`config.mk`:
```
export PLATFORM = sky130hd
export DESIGN_NAME = reduce_tree_pipe
export DESIGN_NICKNAME = d
export VERILOG_FILES = /design/src/rtl/reduce_pkg.sv /design/src/rtl/reduce_tree_pipe_level.sv /design/src/rtl/reduce_tree_pipe.sv
export SDC_FILE = /design/constraint.sdc
export NUM_CORES = 1
export LEC_CHECK = 0
export CAP_MARGIN = 0
export CELL_PAD_IN_SITES_DETAIL_PLACEMENT = 1
export CELL_PAD_IN_SITES_GLOBAL_PLACEMENT = 1
export CORE_ASPECT_RATIO = 0.6
export CORE_UTILIZATION = 39
export DETAILED_ROUTE_END_ITERATION = 16
export PLACE_DENSITY = 0.87
export RECOVER_POWER = 50
export SETUP_SLACK_MARGIN = 0.3
export SLEW_MARGIN = 40
export SYNTH_ARGS = -nofsm -noshare
export SYNTH_HDL_FRONTEND = slang
export SYNTH_HIERARCHICAL = 1
export SYNTH_SLANG_ARGS = --single-unit
```
`constraint.sdc`:
```
create_clock -name clk -period 1.4 [get_ports clk]
set_clock_uncertainty 0.05 [all_clocks]
set_input_delay 0.14 -clock clk [delete_from_list [all_inputs] [get_ports clk]]
set_output_delay 0.14 -clock clk [all_outputs]
set_load 0.05 [all_outputs]
```
`src/rtl/reduce_pkg.sv`:
```
// Shared definitions for the pipelined reduction tree: the mode encoding,
// the padding identity for each mode, the pairwise combine operator and
// the sizing helpers used to work out how many levels there are and how
// wide each one is.
package reduce_pkg;

  localparam logic [1:0] MODE_AND  = 2'd0;
  localparam logic [1:0] MODE_OR   = 2'd1;
  localparam logic [1:0] MODE_NAND = 2'd2;
  localparam logic [1:0] MODE_NOR  = 2'd3;

  // Padding value that leaves a pairwise result unchanged.
  function automatic logic identity_bit(input logic [1:0] mode);
    logic id;
    case (mode)
      MODE_AND, MODE_NAND: id = 1'b1;
      MODE_OR,  MODE_NOR:  id = 1'b0;
      default:             id = 1'b1;
    endcase
    return id;
  endfunction

  // Non-inverting pairwise operator.
  // The inversion for NAND/NOR is applied only by the final level.
  function automatic logic combine(input logic a, input logic b, input logic [1:0] mode);
    logic r;
    case (mode)
      MODE_AND, MODE_NAND: r = a & b;
      MODE_OR,  MODE_NOR:  r = a | b;
      default:             r = a & b;
    endcase
    return r;
  endfunction

  // Returns the smallest r such that 2**r >= n.
  function automatic int clog2(input int n);
    int r;
    int v;
    r = 0;
    v = 1;
    while (v < n) begin
      v = v * 2;
      r = r + 1;
    end
    return r;
  endfunction

  // Returns the number of live bits entering level lvl,
  // which is ceil(n / 2**lvl).
  function automatic int level_width(input int n, input int lvl);
    return (n + (1 << lvl) - 1) >> lvl;
  endfunction

endpackage

```
`src/rtl/reduce_tree_pipe_level.sv`:
```
// One registered level of the reduction tree.
// It folds W bits into ceil(W/2) bits by pairing bit 2j with bit 2j+1. An
// odd tail bit is paired with the identity value for the current mode.
// The FINAL level also applies the NAND/NOR output inversion.
// Data and mode load only when a valid item moves in. A bubble therefore
// leaves the previous payload untouched.
module reduce_level
  import reduce_pkg::*;
#(
  parameter int W     = 2,
  parameter bit FINAL = 1'b0
) (
  input  logic                   clk,
  input  logic                   rst_n,
  input  logic                   en,
  input  logic                   in_valid,
  input  logic [W-1:0]           in_data,
  input  logic [1:0]             in_mode,
  output logic                   out_valid,
  output logic [(W+1)/2-1:0]     out_data,
  output logic [1:0]             out_mode
);

  localparam int OW = (W + 1) / 2;

  logic [2*OW-1:0] padded_s;
  logic [OW-1:0]   pair_s;
  logic [OW-1:0]   next_data_s;
  logic            valid_r;
  logic [OW-1:0]   data_r;
  logic [1:0]      mode_r;

  // Pad to an even width with the mode identity, then reduce each pair.
  always_comb begin
    padded_s         = {(2*OW){identity_bit(in_mode)}};
    padded_s[W-1:0]  = in_data;
    pair_s           = '0;
    for (int j = 0; j < OW; j++) begin
      pair_s[j] = combine(padded_s[2*j], padded_s[2*j+1], in_mode);
    end
    if (FINAL && (in_mode == MODE_NAND || in_mode == MODE_NOR)) begin
      next_data_s = ~pair_s;
    end else begin
      next_data_s = pair_s;
    end
  end

  // Level register: valid follows every advance, payload only real items.
  always_ff @(posedge clk or negedge rst_n) begin
    if (!rst_n) begin
      valid_r <= 1'b0;
      data_r  <= '0;
      mode_r  <= 2'd0;
    end else if (en) begin
      valid_r <= in_valid;
      if (in_valid) begin
        data_r <= next_data_s;
        mode_r <= in_mode;
      end
    end
  end

  assign out_valid = valid_r;
  assign out_data  = data_r;
  assign out_mode  = mode_r;

endmodule

```
`src/rtl/reduce_tree_pipe.sv`:
```
// Pipelined N_IN-input AND/OR/NAND/NOR reduction tree with valid/ready on
// both sides.
// The pipe has clog2(N_IN) registered levels, and all of them stall together.
// Optional feature macro: REDUCE_TREE_COUNT_EN. It adds hit_count, a
// saturating count of output handshakes that deliver a 1.
module reduce_tree_pipe
  import reduce_pkg::*;
#(
  parameter int N_IN = 16
) (
  input  logic            clk,
  input  logic            rst_n,
  input  logic            in_valid,
  output logic            in_ready,
  input  logic [N_IN-1:0] in_data,
  input  logic [1:0]      in_mode,
  output logic            out_valid,
  input  logic            out_ready,
  output logic            out_data,
  output logic [1:0]      out_mode
`ifdef REDUCE_TREE_COUNT_EN
  ,
  output logic [15:0]     hit_count
`endif
);

  localparam int LEVELS = clog2(N_IN);

  logic            adv_s;
  logic [N_IN-1:0] lvl_data_s  [0:LEVELS];
  logic            lvl_valid_s [0:LEVELS];
  logic [1:0]      lvl_mode_s  [0:LEVELS];
  logic            unused_top_s;

  // The pipe moves whenever the output slot is free or is being drained.
  assign adv_s    = out_ready | ~out_valid;
  assign in_ready = adv_s;

  assign lvl_data_s[0]  = in_data;
  assign lvl_valid_s[0] = in_valid;
  assign lvl_mode_s[0]  = in_mode;

  for (genvar i = 0; i < LEVELS; i++) begin : g_lvl
    localparam int WI = level_width(N_IN, i);
    localparam int WO = level_width(N_IN, i + 1);

    reduce_level #(
      .W     (WI),
      .FINAL (i == LEVELS - 1)
    ) u_level (
      .clk       (clk),
      .rst_n     (rst_n),
      .en        (adv_s),
      .in_valid  (lvl_valid_s[i]),
      .in_data   (lvl_data_s[i][WI-1:0]),
      .in_mode   (lvl_mode_s[i]),
      .out_valid (lvl_valid_s[i+1]),
      .out_data  (lvl_data_s[i+1][WO-1:0]),
      .out_mode  (lvl_mode_s[i+1])
    );

    assign lvl_data_s[i+1][N_IN-1:WO] = '0;

    if (WI < N_IN) begin : g_pad
      logic unused_pad_s;
      assign unused_pad_s = ^lvl_data_s[i][N_IN-1:WI];
    end
  end

  assign unused_top_s = ^lvl_data_s[LEVELS][N_IN-1:1];

  assign out_valid = lvl_valid_s[LEVELS];
  assign out_data  = lvl_data_s[LEVELS][0];
  assign out_mode  = lvl_mode_s[LEVELS];

`ifdef REDUCE_TREE_COUNT_EN
  logic [15:0] hit_count_r;

  // Count delivered 1-results, saturating at all ones.
  always_ff @(posedge clk or negedge rst_n) begin
    if (!rst_n) begin
      hit_count_r <= 16'd0;
    end else if (out_valid && out_ready && out_data && (hit_count_r != 16'hFFFF)) begin
      hit_count_r <= hit_count_r + 16'd1;
    end
  end

  assign hit_count = hit_count_r;
`endif

endmodule

```
# Word level (Yosys, flattened, before mapping)
# Cells that the tools add are included.
# totals
out_inout_bits	5
input_bits	22
word_cells	90
register_bits	27
# op_classes
bitwise	33
n_reduce_logical	17
eq_ne	12
n_mux	16
# ops
op	count
1-bit one-hot mux with 2 select lines	15
2-bit == test, second input constant	8
1-bit OR	16
2-bit OR reduction	8
1-bit bitwise AND	15
2-bit by 1-bit == test with 1-bit output, second input constant	4
2-bit logical NOT	4
2-bit AND reduction	4
1-bit NOT	2
1-bit logical OR	1
1-bit two-way mux	1

# Logic depth before layout (Yosys ltp)
# logic_depth
word_depth	5
mapped_depth	4
mapped_depth_nobuf	4

# By module
# Netlist, hierarchy kept.
# modules_own_cells
mod	n_inst	seq_area_each_um2	cells_per_inst	area_each_um2
reduce_level (g_lvl[0].u_level)	1	275.3	34	506.7
reduce_level (g_lvl[1].u_level)	1	175.2	20	300.3
reduce_level (g_lvl[2].u_level)	1	125.1	14	205.2
reduce_level (g_lvl[3].u_level)	1	100.1	13	163.9
reduce_tree_pipe	1	0.0	1	6.3

# Least setup slack after synthesis
# OpenSTA, ideal clock, no wires.
# synth_path
kind	reg-to-reg
from	reg g_lvl[3].u_level.valid_r
to	reg g_lvl[0].u_level.data_r[0]
t_required_ps	1225
path_buffers	1
stages_incl_launch_ff	5
path_slack_ps	-669
setup_ps	125
t_arrival_ps	1894
synth_period_minus_slack_ps	2069
path_cell_list	dfrtp_1 > nand2b_1 > nand2_1 > buf_2 > mux2_2
# synth_between
elab_chain_cells	3
# synth_rtl
element	line_no	source
start, declared	reduce_tree_pipe_level.sv:29	logic valid_r;
start signal, assigned	reduce_tree_pipe_level.sv:55	valid_r <= in_valid;
1-bit NOT	reduce_tree_pipe.sv:36	assign adv_s = out_ready | ~out_valid;
1-bit OR	reduce_tree_pipe.sv:36	
via in_ready	reduce_tree_pipe.sv:14	output logic in_ready,
2-bit AND reduction (no source line)	n/a	
end signal, assigned	reduce_tree_pipe_level.sv:57	data_r <= next_data_s;
end, declared	reduce_tree_pipe_level.sv:30	logic [OW-1:0] data_r;
# The timed path passes the listed nets, and every way through them passes these cells.
# A chain may end at the register's enable or synchronous reset.

# Final worst setup path
# layout_path
from	reg g_lvl[3].u_level.valid_r
to	out in_ready
# layout_between
elab_chain_cells	2
# layout_rtl
element	line_no
1-bit NOT	reduce_tree_pipe.sv:36
1-bit OR	reduce_tree_pipe.sv:36
end, declared	reduce_tree_pipe.sv:14
# Every way passes these cells.

==> flow_summary.json <==
{
  "drive_gt1_share_pct": 51.2,
  "nets": 146,
  "max_freq_mhz": 796,
  "ys_types": 12,
  "layout_commonest_cell": "dfrtp_1",
  "final_cell_mix": "dfrtp_1 (25), clkdlybuf4s50_1 (19), maj3_2 (15), mux2_2 (14), buf_4 (9)",
  "synth_area_sq_um": 1180,
  "cts_buffer_depth": 2,
  "cts_made_buffers": 3,
  "cp_max_fo": 7,
  "clkLatencyLatePin_ns": 0.27,
  "grt_pass1_wl_um": 4030,
  "cts_max_level": 1,
  "worst_setup_path_start_kind": "register",
  "drt-total-wl_um": 2360,
  "post-dp-hpwl_um": 1530,
  "dieHeight_um": 44.7,
  "m1WireLength_um": 992,
  "fin_setup_tns_ns": 0,
  "regArea_sq_um": 678,
  "start_util_pct": 41.2,
  "clkTransAtPathRegs_ns": 0.09,
  "area_growth_pct": 48.6,
  "grt_max_degree": 28,
  "dr_wl_met2_um": 1170,
  "dr.pass1.iters": 3,
  "total_power_uw": 3360,
  "fin_crit_sh_pct": 89.7,
  "fin_area_sq_um": 1760,
  "routabilityCongestion": 0.662,
  "outcome": "finished clean",
  "ys_seq_elements": 27,
  "fillCellCount": 290,
  "syn-num-nets": 104,
  "top_layer": "met4",
  "hold_class": "input port to register",
  "period_minus_slack_ns": 1.26,
  "routedWlPerCell_um": 14.3,
  "syn_avg_cell_area_sq_um": 14.4,
  "grt_overflow": 0,
  "die_area_sq_um": 3260,
  "ios": 27,
  "core-area_sq_um": 2870,
  "power.leakage_uw": 0.000753,
  "multi_input_area_sq_um": 561,
  "path_class": "register to output port",
  "antenna_found_initial": 0,
  "ys.warnings.count": 6,
  "num_vias": 784,
  "drt_iter0_markers": 53,
  "hold_buffers": 0,
  "endpoint_kind": "output port",
  "cts_root_buffer": "clkbuf_8",
  "tightest_slew_ns": 0.652,
  "setup_viol": 0,
  "ir_worst_vdd_mv": 0.814,
  "row_count": 15,
  "powerDensity_nw_per_um2": 1910,
  "final_antenna_net_count": 0,
  "diodes": 0,
  "io_buffers": 26,
  "cts.sinks": 27,
  "grt_pass1_vias": 808,
  "synthCells": 82,
  "fp.dieW_um": 73.1,
  "crit_arrival_ns": 1.07,
  "maxCapViolCount": 0,
  "grt_usage_pct": 17.5,
  "rsz0062_at_grt": "true",
  "hold_violations": 0,
  "slew_violations": 0,
  "placed_cell_area_sq_um": 1580,
  "slew_headroom_pct": 56.5,
  "route.met3.wl_um": 143,
  "via_per_inst": 4.75,
  "remaining_drc_errors": 0,
  "cp_data_required_time_ns": 1.21,
  "synth_seq_area_share_pct": 57.1,
  "cts_tree": "built"
}
## power breakdown
part	internal, uW	leakage, uW	total, uW	switching [uW]
sequential	1110	0.000316	1370	257
combinational	915	0.000412	1550	634
clock	200	0.0000255	442	243
## Yosys cell counts
| cell type | n | share of area, % |
|---|---|---|
| xnor2_1 | 1 | 0.74 |
| inv_1 | 4 | 1.3 |
| o21ai_1 | 1 | 0.42 |
| nand2b_1 | 1 | 0.53 |
| maj3_2 | 15 | 14 |
| buf_2 | 1 | 0.42 |
| dfrtp_1 | 27 | 57 |
| nand2_1 | 5 | 1.6 |
| mux2_2 | 18 | 17 |
| o21ai_0 | 4 | 1.7 |
| buf_6 | 1 | 0.95 |
| mux2_1 | 4 | 3.8 |
## registers in the layout, indices dropped and copies added (netlist names)
signal and cells:
g_lvl.u_level/out_valid 4, g_lvl.u_level/out_mode 8, g_lvl.u_level/out_data 15
## path summary, 6_finish.rpt
kind / start / end / slack (ns) / depth (start not counted)
max in group asynchronous: rst_n / g_lvl[3].u_level/out_valid / 0.46 / 2
max: g_lvl[3].u_level/out_valid / in_ready / 0.14 / 3
min reg2reg: g_lvl[1].u_level/out_mode[1] / g_lvl[2].u_level/out_mode[1] / 0.45 / 1
max reg2reg: g_lvl[3].u_level/out_valid / g_lvl[0].u_level/out_data[5] / 0.17 / 4
min: in_mode[0] / g_lvl[0].u_level/out_mode[0] / 0.37 / 3
min in group asynchronous: rst_n / g_lvl[0].u_level/out_data[2] / 0.38 / 2
## repair_timing
action / CTS / global route
setup endpoints to repair: 24 / 25
pin swaps: 5 / 0
buffers inserted: 5 / 2
resized for setup: 11 / 5
gates cloned: 2 / 0
## worst max-delay path: stages (launching register included)
cell and delay [ns]:
dfrtp_2 0.43, nand2b_4 0.12, buf_6 0.12, buf_12 0.13
## per-stage QoR
stage                     util, %  instances  hold WS, ns  setup WS, ns
final                        61.2        165        0.367         0.144
after global routing         61.2        165        0.382         0.100
after CTS                    59.9        163        0.205         0.140
after detailed placement     55.1        152        0.422       -0.0678
after global placement       55.1        152        0.423       -0.0426
after floorplan                 -         82       -0.206       -0.0761
## per-layer routing
layer | GRT usage, % | up-vias
met3 | 6.15 | 7
met2 | 30.2 | 25
met5 | 0 | -
met1 | 20.5 | 381
li1 | - | 371
met4 | 6.67 | 0
## cell families after synthesis
| kind of cell | after synthesis | synth area share [%] |
|---|---|---|
| buf+inv | 6 | 2.64 |
| simple gates | 6 | 2.12 |
| xor+xnor | 1 | 0.741 |
| flops | 27 | 57.1 |
| fa+ha+maj | 15 | 14.3 |
| compound gates | 5 | 2.12 |
| mux | 22 | 21.0 |
## layout make-up
| class | instances | area share, % |
|---|---|---|
| Inverter | 4 | 0.855 |
| Clock buffer | 3 | 2.35 |
| Tap cell | 42 | 2.99 |
| Timing Repair Buffer | 38 | 23.0 |
| Clock inverter | 1 | 0.285 |
| Sequential cell | 27 | 38.6 |
| Multi-Input combinational cell | 50 | 31.9 |
No activity file was read; power rests on OpenSTA's default activity.
